**src/rtl/stream_demux_pkg.sv**
```systemverilog
// Shared types and helpers for the registered 1-to-N stream demultiplexer.
package stream_demux_pkg;

    typedef enum logic [1:0] {
        ModeUnicast,
        ModeBroadcast,
        ModeDrop
    } route_mode_e;

    // Widest drop counter supported; narrower counters truncate this.
    localparam logic [63:0] DROP_SAT = '1;

    function automatic int unsigned slice_lo(input int unsigned ch, input int unsigned width);
        return ch * width;
    endfunction

endpackage

```
**src/rtl/demux_channel_reg.sv**
```systemverilog
// One-entry holding register for a single demux output channel.
module demux_channel_reg #(
    parameter int unsigned DATA_WIDTH = 8
) (
    input  logic                  clk,
    input  logic                  rst_n,
    input  logic                  load_i,
    input  logic [DATA_WIDTH-1:0] data_i,
    input  logic                  out_ready_i,
    output logic                  out_valid_o,
    output logic [DATA_WIDTH-1:0] data_o,
    output logic                  free_o
);

    logic                  valid_q, valid_d;
    logic [DATA_WIDTH-1:0] data_q, data_d;

    always_comb begin
        valid_d = valid_q;
        data_d  = data_q;
        if (load_i) begin
            valid_d = 1'b1;
            data_d  = data_i;
        end else if (valid_q && out_ready_i) begin
            // Clear on drain so idle lines never show stale data.
            valid_d = 1'b0;
            data_d  = '0;
        end
    end

    always_ff @(posedge clk or negedge rst_n) begin
        if (!rst_n) begin
            valid_q <= 1'b0;
            data_q  <= '0;
        end else begin
            valid_q <= valid_d;
            data_q  <= data_d;
        end
    end

    assign out_valid_o = valid_q;
    assign data_o      = data_q;
    assign free_o      = !valid_q || out_ready_i;

endmodule

```
**src/rtl/stream_demux_1_to_n.sv**
```systemverilog
// Registered 1-to-N valid/ready demultiplexer with broadcast and out-of-range drop counting.
module stream_demux_1_to_n
    import stream_demux_pkg::*;
#(
    parameter int unsigned DATA_WIDTH     = 8,
    parameter int unsigned NUM_CHANNELS   = 4,
    parameter int unsigned SEL_WIDTH      = $clog2(NUM_CHANNELS),
    parameter int unsigned DROP_CNT_WIDTH = 16
) (
    input  logic                               clk,
    input  logic                               rst_n,
    input  logic                               in_valid,
    output logic                               in_ready,
    input  logic [DATA_WIDTH-1:0]              in_data,
    input  logic [SEL_WIDTH-1:0]               select_lines,
    input  logic                               broadcast,
    output logic [NUM_CHANNELS-1:0]            out_valid,
    input  logic [NUM_CHANNELS-1:0]            out_ready,
    output logic [NUM_CHANNELS*DATA_WIDTH-1:0] output_lines,
    output logic                               drop_err,
    output logic [DROP_CNT_WIDTH-1:0]          drop_count
);

    localparam logic [DROP_CNT_WIDTH-1:0] DropSat = DROP_CNT_WIDTH'(DROP_SAT);

    logic [NUM_CHANNELS-1:0]   sel_hit;
    logic [NUM_CHANNELS-1:0]   free;
    logic [NUM_CHANNELS-1:0]   load;
    route_mode_e               mode;
    logic                      accept;
    logic                      drop;
    logic                      drop_err_q;
    logic [DROP_CNT_WIDTH-1:0] drop_count_q, drop_count_d;

    // Decoding by compare keeps non-power-of-two channel counts safe.
    always_comb begin
        sel_hit = '0;
        for (int unsigned i = 0; i < NUM_CHANNELS; i++) begin
            sel_hit[i] = (32'(select_lines) == i);
        end
    end

    always_comb begin
        if (broadcast) begin
            mode = ModeBroadcast;
        end else if (|sel_hit) begin
            mode = ModeUnicast;
        end else begin
            mode = ModeDrop;
        end
    end

    always_comb begin
        in_ready = 1'b0;
        unique case (mode)
            ModeBroadcast: in_ready = &free;
            ModeUnicast:   in_ready = |(sel_hit & free);
            ModeDrop:      in_ready = 1'b1;
            default:       in_ready = 1'b0;
        endcase
    end

    assign accept = in_valid && in_ready;
    assign drop   = accept && (mode == ModeDrop);

    always_comb begin
        load = '0;
        if (accept) begin
            load = (mode == ModeBroadcast) ? '1 : sel_hit;
        end
    end

    always_comb begin
        drop_count_d = drop_count_q;
        if (drop && (drop_count_q != DropSat)) begin
            drop_count_d = drop_count_q + DROP_CNT_WIDTH'(1);
        end
    end

    always_ff @(posedge clk or negedge rst_n) begin
        if (!rst_n) begin
            drop_err_q   <= 1'b0;
            drop_count_q <= '0;
        end else begin
            drop_err_q   <= drop;
            drop_count_q <= drop_count_d;
        end
    end

    assign drop_err   = drop_err_q;
    assign drop_count = drop_count_q;

    for (genvar g = 0; g < NUM_CHANNELS; g++) begin : g_chan
        localparam int unsigned Lo = slice_lo(g, DATA_WIDTH);

        demux_channel_reg #(
            .DATA_WIDTH(DATA_WIDTH)
        ) u_chan (
            .clk        (clk),
            .rst_n      (rst_n),
            .load_i     (load[g]),
            .data_i     (in_data),
            .out_ready_i(out_ready[g]),
            .out_valid_o(out_valid[g]),
            .data_o     (output_lines[Lo +: DATA_WIDTH]),
            .free_o     (free[g])
        );
    end

endmodule

```
**config.mk**
```make
export PLATFORM = sky130hd
export DESIGN_NAME = stream_demux_1_to_n
export DESIGN_NICKNAME = d
export VERILOG_FILES = /design/src/rtl/stream_demux_pkg.sv /design/src/rtl/demux_channel_reg.sv /design/src/rtl/stream_demux_1_to_n.sv
export SDC_FILE = /design/constraint.sdc
export NUM_CORES = 1
export LEC_CHECK = 0
export CELL_PAD_IN_SITES_DETAIL_PLACEMENT = 0
export CELL_PAD_IN_SITES_GLOBAL_PLACEMENT = 1
export CORE_MARGIN = 2
export CORE_UTILIZATION = 35
export CTS_BUF_LIST = sky130_fd_sc_hd__clkbuf_4 sky130_fd_sc_hd__clkbuf_8 sky130_fd_sc_hd__clkbuf_16
export DETAILED_ROUTE_END_ITERATION = 7
export GPL_ROUTABILITY_DRIVEN = 1
export GPL_TIMING_DRIVEN = 1
export MAX_ROUTING_LAYER = met4
export PLACE_DENSITY_LB_ADDON = 0.1
export RECOVER_POWER = 100
export SLEW_MARGIN = 5
export SYNTH_ARGS = -nofsm -noshare
export SYNTH_HDL_FRONTEND = slang
export SYNTH_HIERARCHICAL = 1
export SYNTH_SLANG_ARGS = --single-unit
```
**constraint.sdc**
```tcl
create_clock -name clk -period 2 [get_ports clk]
set_input_delay 0.4 -clock clk [delete_from_list [all_inputs] [get_ports clk]]
set_output_delay 0.4 -clock clk [all_outputs]
set_load 0.02 [all_outputs]
```
==> summary.md, run 1 <==
| Metric | Value |
|---|---|
| Fin util | `52.6%` |
| CP Capture Point | `in_ready` |
| Via count | `1554` |
| Hold_ws | `roughly 0.38 ns` |
| Worst-case clock buffer depth | `2` |
| Clk sinks | `between 50 and 60` |
| Unique cell type count in the Yosys netlist | `20` |
| Mean Syn Cell Area | `around 13 um2` |
| Pleak | `between 0.0015 and 0.002 uW` |
| Max Slew Vio Count | `0` |
| Leading register cell type out of synthesis | `dfrtp_1` |
| Worst path cell trace | `clkdlybuf4s50_1 -> mux4_2 -> a21o_1 -> buf_6` |
| Die width | `approximately 80 um` |
| DRC errors left | `0` |
| Pwr Density | `approximately 960 nW/um2` |
| Measured slew at the worst slew-check pin | `around 1.4 ns` |
| Net count reported at finish | `about 260` |
| First-pass GRT wire length | `8.98 mm` |
| Critical-path maximum fanout | `2` |
| Share of cells above drive strength 1 | `14.2%` |
| CP delay by family, top | `buffers and inverters` |
| R2R Path End | `g_chan[2].u_chan/data_o[0]` |
| Hold Crit Class | `reg -> reg` |
| Worst rel slew slack | `7.31%` |
| WP buf/inv | `2` |
| Synth Register Bits | `53` |
| R2r startpoint | `g_chan[1].u_chan/out_valid_o` |
| TritonCTS clock tree | `yes` |
| Vias in the first global route | `between 1500 and 2000` |
| Crit Path Class | `in -> out` |
| Critical path's largest stage delay | `0.54 ns` |
| Inserted Clock Buffers | `5` |
| CP Depth | `4` |
| Required @ worst endpoint | `between 1.5 and 2 ns` |
| Antenna-violating nets left | `0` |
| Syn-to-layout area delta | `46.9%` |
| Clock slew at reported path FFs | `around 0.09 ns` |
| Peak VDD IR | `a little over 0.5 mV` |
| Total wire length | `approximately 5.5 mm` |
| Cells after DPL | `310` |
| IO buf count | `71` |
| Final Hold Vio Count | `0` |
| Footprint of the multi-input gates | `a little over 700 um2` |
| Slowest-stage cell, CP | `clkdlybuf4s50_1` |
| Post-synthesis sequential area ratio | `63.3%` |
| Setup violators final | `0` |
| RSZ-0062 raised after global routing | `yes` |
| Worst skew pair latency | `about 0.30 ns` |
| Outcome | `finished, final reports clean` |
| Fin cells | `between 300 and 400` |
| Depth of the most critical reg-to-reg path | `9` |
| Worst Setup SP | `select_lines[1]` |
| Die area | `between 6000 and 7000 um2` |
| Max Clock Freq | `around 500 MHz` |
| # rows | `28` |
| Worst Clk Skew | `between 0.008 and 0.009 ns` |
| Fillcell total | `520` |
| Synthesized cell area | `~2100 um2` |
| CP startpoint kind | `input port` |
| Warnings from Yosys | `6` |
| Vias per cell | `4.84` |
| Initial DRT Pass Iterations | `4` |
| Reg2reg setup slack | `0.09 ns` |
| Ys async rst share | `100%` |
| # diodes | `0` |
| CTS H-tree depth | `2` |
| Arr. time, crit path | `approximately 1.6 ns` |
| Die H | `a little over 80 um` |
| Initial antenna violation count | `0` |
| GRT overflow | `0` |
| Core Area | `5850 um2` |
| Final GP Congestion | `between 0.7 and 0.8` |
| Reg area | `between 1000 and 1500 um2` |
| HPWL after DPL | `between 3 and 4 mm` |
| Starting Density | `35.8%` |
| Net Count, Synth | `around 190` |
| GR Util All Layers | `18.9%` |
| Post-synth EDFFs | `0` |
| Pin count of the biggest net entering global routing | `32` |
| Post-route clock period utilization | `99.4%` |
| Initial detailed-routing violation count | `110` |
| Worst setup EP type | `output port` |
| Num ports | `between 70 and 80` |
| WL/cell | `around 17 um` |
| Root buf cell | `clkbuf_8` |
| Quantity of hold-fixing buffers added after cts | `0` |
| Post-layout minimum cycle time | `just under 2 ns` |
| Mapped Cells | `167` |
| Setup TNS | `0 ns` |
| Total of max-cap violations | `0` |
[state kept, by name, indices dropped and copies added, names as in the netlist]
register	flops
drop_err	1
g_chan.u_chan/out_valid_o	4
g_chan.u_chan/data_o	32
drop_count	16
[stage by stage]
stage                     worst slack (ns)  total power (uW)  cell area (um2)
after floorplan                      0.321              1860             2090
after global placement              -0.621              2380             2940
after detailed placement            -0.653              2400             2940
after CTS                          0.00801              3060             3080
after global routing               -0.0701              3140             3080
final                               0.0125              2960             3080
[metal layers]
layer,vias to the layer above,GRT usage [%],wire (um)
met5,-,-,0
li1,721,-,-
met3,10,4.22,279
met1,765,24.5,2400
met2,58,30.3,2770
met4,0,4.24,82
[where the power goes]
part | leakage, uW | switching [uW] | internal [uW]
registers | 0.000700 | 87.6 | 1230
clock network | 0.0000512 | 341 | 281
logic | 0.000849 | 505 | 505
total | 0.00160 | 934 | 2020
[cell families (layout without fill, tap and decap cells)]
kind of cell / after synthesis / in the layout / share of synthesized area (%)
other: 1 / 1 / 0.179
muxes: 1 / 1 / 1.08
DFF: 53 / 53 / 63.3
AOI/OAI and AO/OA: 37 / 37 / 15.1
and+or+nand+nor: 54 / 54 / 15.9
buffers and inverters: 21 / 100 / 4.48
[worst register-to-register path, cell delays in order (launching register included)]
cell and delay, ns:
dfrtp_1 0.42, nand2b_4 0.10, buf_4 0.12, nand3_1 0.10, nor2_1 0.20, buf_4 0.16, o21a_2 0.22, clkbuf_2 0.23
nor2b_1 0.07, a22o_1 0.20
[worst min-delay path by stage]
stage                   from                         end  slack [ns]  depth (start not counted)
2_1_floorplan          rst_n               drop_count[0]        0.10                          0
3_3_place_gp   drop_count[8]               drop_count[8]        0.36                          0
3_5_place_dp   drop_count[2]               drop_count[2]        0.37                          0
4_1_cts                rst_n  g_chan[0].u_chan/data_o[4]        0.09                          1
5_1_grt        drop_count[1]               drop_count[1]        0.39                          0
6_report       drop_count[1]               drop_count[1]        0.38                          0
[synthesized netlist by cell type, types with 2 or more instances]
cell type	n	area, um2
o21a_1	3	22.5
buf_4	4	30.0
clkbuf_1	16	60.1
dfrtp_1	53	1330
nand2_1	7	26.3
nor2b_1	20	125
and2b_1	12	90.1
nor3_1	2	10.0
nand2b_1	8	50.1
a22o_1	32	280
[area by class of cell]
type,count,area share [%]
clock buffer,6,2.68
clock inverter,2,0.447
inverter,1,0.122
multi-input combinational,93,23.0
sequential,53,43.1
tap,75,3.05
timing repair buffer,91,27.6
[layout by cell type (no fill, tap or decap)]
cell type | Yosys | layout
a22o_1 | 32 | 32
clkinv_2 | 0 | 1
nand2_1 | 7 | 7
nand2b_4 | 0 | 4
clkbuf_2 | 0 | 2
clkinv_4 | 0 | 1
dlygate4sd2_1 | 0 | 4
nor2_1 | 1 | 1
and3_1 | 1 | 1
and2b_1 | 12 | 12
nand3_1 | 1 | 1
conb_1 | 1 | 1
clkdlybuf4s15_1 | 0 | 1
buf_12 | 0 | 1
inv_1 | 1 | 1
nand3b_1 | 1 | 1
clkbuf_1 | 16 | 3
nor3_1 | 2 | 2
nand2b_1 | 8 | 4
buf_6 | 0 | 1
nor2b_1 | 20 | 20
nor4b_1 | 1 | 1
o21ai_0 | 1 | 1
clkbuf_8 | 0 | 6
mux4_2 | 1 | 1
buf_2 | 0 | 1
clkdlybuf4s50_1 | 0 | 13
buf_4 | 4 | 14
dfrtp_1 | 53 | 53
a21o_1 | 1 | 1
dlygate4sd3_1 | 0 | 51
o21a_2 | 0 | 3
[what timing repair did]
| item | CTS | global route |
|---|---|---|
| endpoints found under the setup margin | 21 | 19 |
| buffers inserted | 2 | 1 |
| resized for setup | 16 | 5 |
| pin swaps | 1 | 0 |
(Power assumes the default switching activity.)
==> run 2, diff against run 1 <==
- CORE_UTILIZATION: 35 -> 36
- SYNTH_HIERARCHICAL: 1 -> unset
==> run 2 against run 1 <==
  * Non-clock buffer count is 15 higher
  * Critical endpoint unchanged
  * Largest cell class unchanged
  * Total power is 8.0% higher
  * Via count is 27% higher
  * Largest power group unchanged
  * Highest routed layer unchanged
  * Die area is 14% higher
  * Worst setup slack better by 0.058 ns
  * Combinational power is 16% higher
  * Maximum frequency is 3.0% higher
  * First-iteration DRC count is 18% lower
  * Global-route usage is 0.75 points lower
  * Synthesized cell count is 39% higher
  * Sequential power is 5% higher
  * Worst hold slack worse by 0.00052 ns
==> summary.md, run 2 <==
| Metric | Value |
|---|---|
| Outcome | `finished, final reports clean` |
| Met1 WL | `2.80 mm` |
| Reg2reg setup slack | `~0.11 ns` |
| Peak VDD IR | `about 0.43 mV` |
| Sequential power share | `a little over two fifths` |
| Max Clock Freq | `518 MHz` |
| Synthesized cell area | `~2500 um2` |
| Mean Syn Cell Area | `approximately 11 um2` |
| Hold Crit Class | `reg -> reg` |
| Required @ worst endpoint | `about 1.6 ns` |
| DRC errors left | `0` |
| Crit Path Class | `reg -> out` |
| GR Util All Layers | `18.1%` |
| Post-layout minimum cycle time | `a little under 2 ns` |
| Post-synth EDFFs | `0` |
| Vias per cell | `around 5.1` |
| Worst Clk Skew | `~0.0087 ns` |
| Antenna-violating nets left | `0` |
| Comb pwr share | `around 37%` |
| Worst skew pair latency | `0.31 ns` |
| Final GP Congestion | `~0.82` |
| Ys async rst share | `100%` |
| Clock slew at reported path FFs | `~0.09 ns` |
| Unique cell type count in the Yosys netlist | `36` |
| Critical-path maximum fanout | `3` |
| First-pass GRT wire length | `approximately 10 mm` |
| # diodes | `0` |
| Setup violators final | `0` |
| Placed Instance Area | `approximately 3400 um2` |
| Vias in the first global route | `2051` |
| RSZ-0062 raised after global routing | `yes` |
| Post-route clock period utilization | `a little over nine tenths` |
| Leading register cell type out of synthesis | `dfrtp_1` |
| Via count | `about 2000` |
| IO buf count | `71` |
| Design internal power | `between 2000 and 2500 uW` |
| Num ports | `72` |
| Final WS setup | `between 0.07 and 0.08 ns` |
| Initial detailed-routing violation count | `90` |
| Fin area | `about 3500 um2` |
| Inserted Clock Buffers | `5` |
| GRT overflow | `0` |
| Root buf cell | `clkbuf_8` |
| Worst setup EP type | `output port` |
| Max Slew Vio Count | `0` |
| Net count reported at finish | `~330` |
| Commonest non-fill, non-tap cell in the layout | `dfrtp_1` |
| Measured slew at the worst slew-check pin | `between 1 and 1.5 ns` |
| Pre-CTS setup slack | `-0.650 ns` |
| CP startpoint kind | `flop` |
| Mapped Cells | `232` |
| Largest register FFs | `32` |
| Sw Ratio | `about a third` |
| Pleak | `about 0.0018 uW` |
| Most frequent cells in the layout | `dfrtp_1, dlygate4sd3_1, buf_4` |
| Starting Density | `between 30 and 40%` |
| HPWL after DPL | `~4.4 mm` |
| Die width | `87.0 um` |
| Die area | `7570 um2` |
| Top cell type by total area after synthesis | `dfrtp_1` |
| Share of cells above drive strength 1 | `around 17%` |
| # rows | `30` |
| Top-count cell post-synth | `dfrtp_1` |
| Warnings from Yosys | `0` |
| Met3 wire length | `approximately 390 um` |
| Fin cells | `392` |
| Post-synth top cells | `dfrtp_1, clkbuf_1, nand2_1, mux2i_1` |
| Core Area | `around 6700 um2` |
| CTS H-tree depth | `2` |
| Arr. time, crit path | `roughly 1.5 ns` |
| Quantity of hold-fixing buffers added after cts | `0` |
| Pin count of the biggest net entering global routing | `54` |
| Synth Register Bits | `53` |
| NetSw | `between 1000 and 1500 uW` |
| Final Hold Vio Count | `0` |
| DR WL met2 | `3.03 mm` |
| WL/cell | `between 15 and 20 um` |
| Syn-to-layout area delta | `41.3%` |
| Total wire length | `6.27 mm` |
| Worst rel slew slack | `between 10% and 20%` |
| Worst-case clock buffer depth | `2` |
| Cells after DPL | `~380` |
| Total of max-cap violations | `0` |
| Initial DRT Pass Iterations | `4` |
| Initial antenna violation count | `0` |
| Die H | `slightly below 90 um` |
| Max layer used | `met4` |
| Net Count, Synth | `250` |
| TritonCTS clock tree | `yes` |
| Pwr Density | `approximately 910 nW/um2` |
| Clock share of power | `~20%` |
| Top-area cell type share of the netlist area | `53.5%` |
| Clk sinks | `53` |
| Ranking of synthesized cells by area | `dfrtp_1, mux2i_1, clkbuf_1` |
| Post-synthesis sequential area ratio | `a little over half` |
==> run 2: changes by cell type after synthesis, sizes merged, moves of 11 or more <==
cell   previous run  this run
mux2i             0        17
inv               1        12
nor2b            20         5
a22o             32         0
and2b            12         0
nand2             7        18
==> run 2: per-layer routing <==
layer,track usage [%],vias to the layer above
li1,-,968
met1,23.5,951
met2,28.7,58
met3,4.17,4
met4,4.83,0
met5,-,-
==> run 2: kinds of logic after synthesis <==
family                 count (synthesis)  share of synthesized area [%]
AND/OR/NAND/NOR                       69                           15.8
flip-flops                            53                           53.5
AO/OA/AOI/OAI                         46                           14.9
buffers and inverters                 46                           8.77
multiplexers                          17                           6.86
other                                  1                          0.151
==> run 2: what timing repair did <==
| item | 4_1_cts | 5_1_grt |
|---|---|---|
| setup buffers | 2 | 1 |
| endpoints found under the setup margin | 18 | 9 |
| gates cloned | 0 | 0 |
| pin swaps | 2 | 3 |
| resized for setup | 11 | 8 |
==> run 2: layout make-up <==
class / count / area (um2)
clock buffer: 7 / 83.8
clock inverter: 1 / 7.51
fill: 629 / 3210
inverter: 12 / 45.0
multi-input combinational: 133 / 970
sequential: 53 / 1330
tap: 80 / 100
timing repair buffer: 106 / 972
==> run 2: worst max-delay path: stages, from the launching register on <==
cell and delay (ns):
dfrtp_1 0.39, nor2b_4 0.15, o41ai_4 0.40, inv_2 0.06, o22ai_2 0.10, buf_6 0.14
==> run 2: final timing paths <==
kind	startpoint	to	cells after the start
max reg2reg	g_chan[0].u_chan.out_valid_o	g_chan[3].u_chan.data_o[1]	6
max	g_chan[2].u_chan.out_valid_o	in_ready	5
min	drop_count[13]	drop_count[13]	0
min in group asynchronous	rst_n	g_chan[0].u_chan.data_o[4]	2
max in group asynchronous	rst_n	g_chan[3].u_chan.data_o[2]	2
min reg2reg	drop_count[13]	drop_count[13]	0
==> run 2: stage by stage <==
step / TNS [ns] / utilization (%) / total power (uW) / hold slack, ns
final: 0 / 52.2 / 3190 / 0.377
after global routing: -0.00589 / 52.2 / 3390 / 0.389
after CTS: -0.165 / 52.2 / 3320 / 0.0739
after detailed placement: -11.67 / 50.4 / 2670 / 0.367
after global placement: -10.93 / 50.4 / 2650 / 0.364
after floorplan: 0 / - / 2050 / 0.104
==> run 2: power groups by stage <==
stage          sequential (uW)  combinational, uW  clock, uW
2_1_floorplan             1640                412          0
3_3_place_gp              1420               1240          0
3_5_place_dp              1420               1250          0
4_1_cts                   1400               1270        656
5_1_grt                   1420               1270        694
6_report                  1390               1170        626
==> run 3, diff against run 2 <==
- TNS_END_PERCENT: unset -> 100
==> results of run 3 <==
Same layout as run 2: the final DEF is identical, and so are final timing and power.
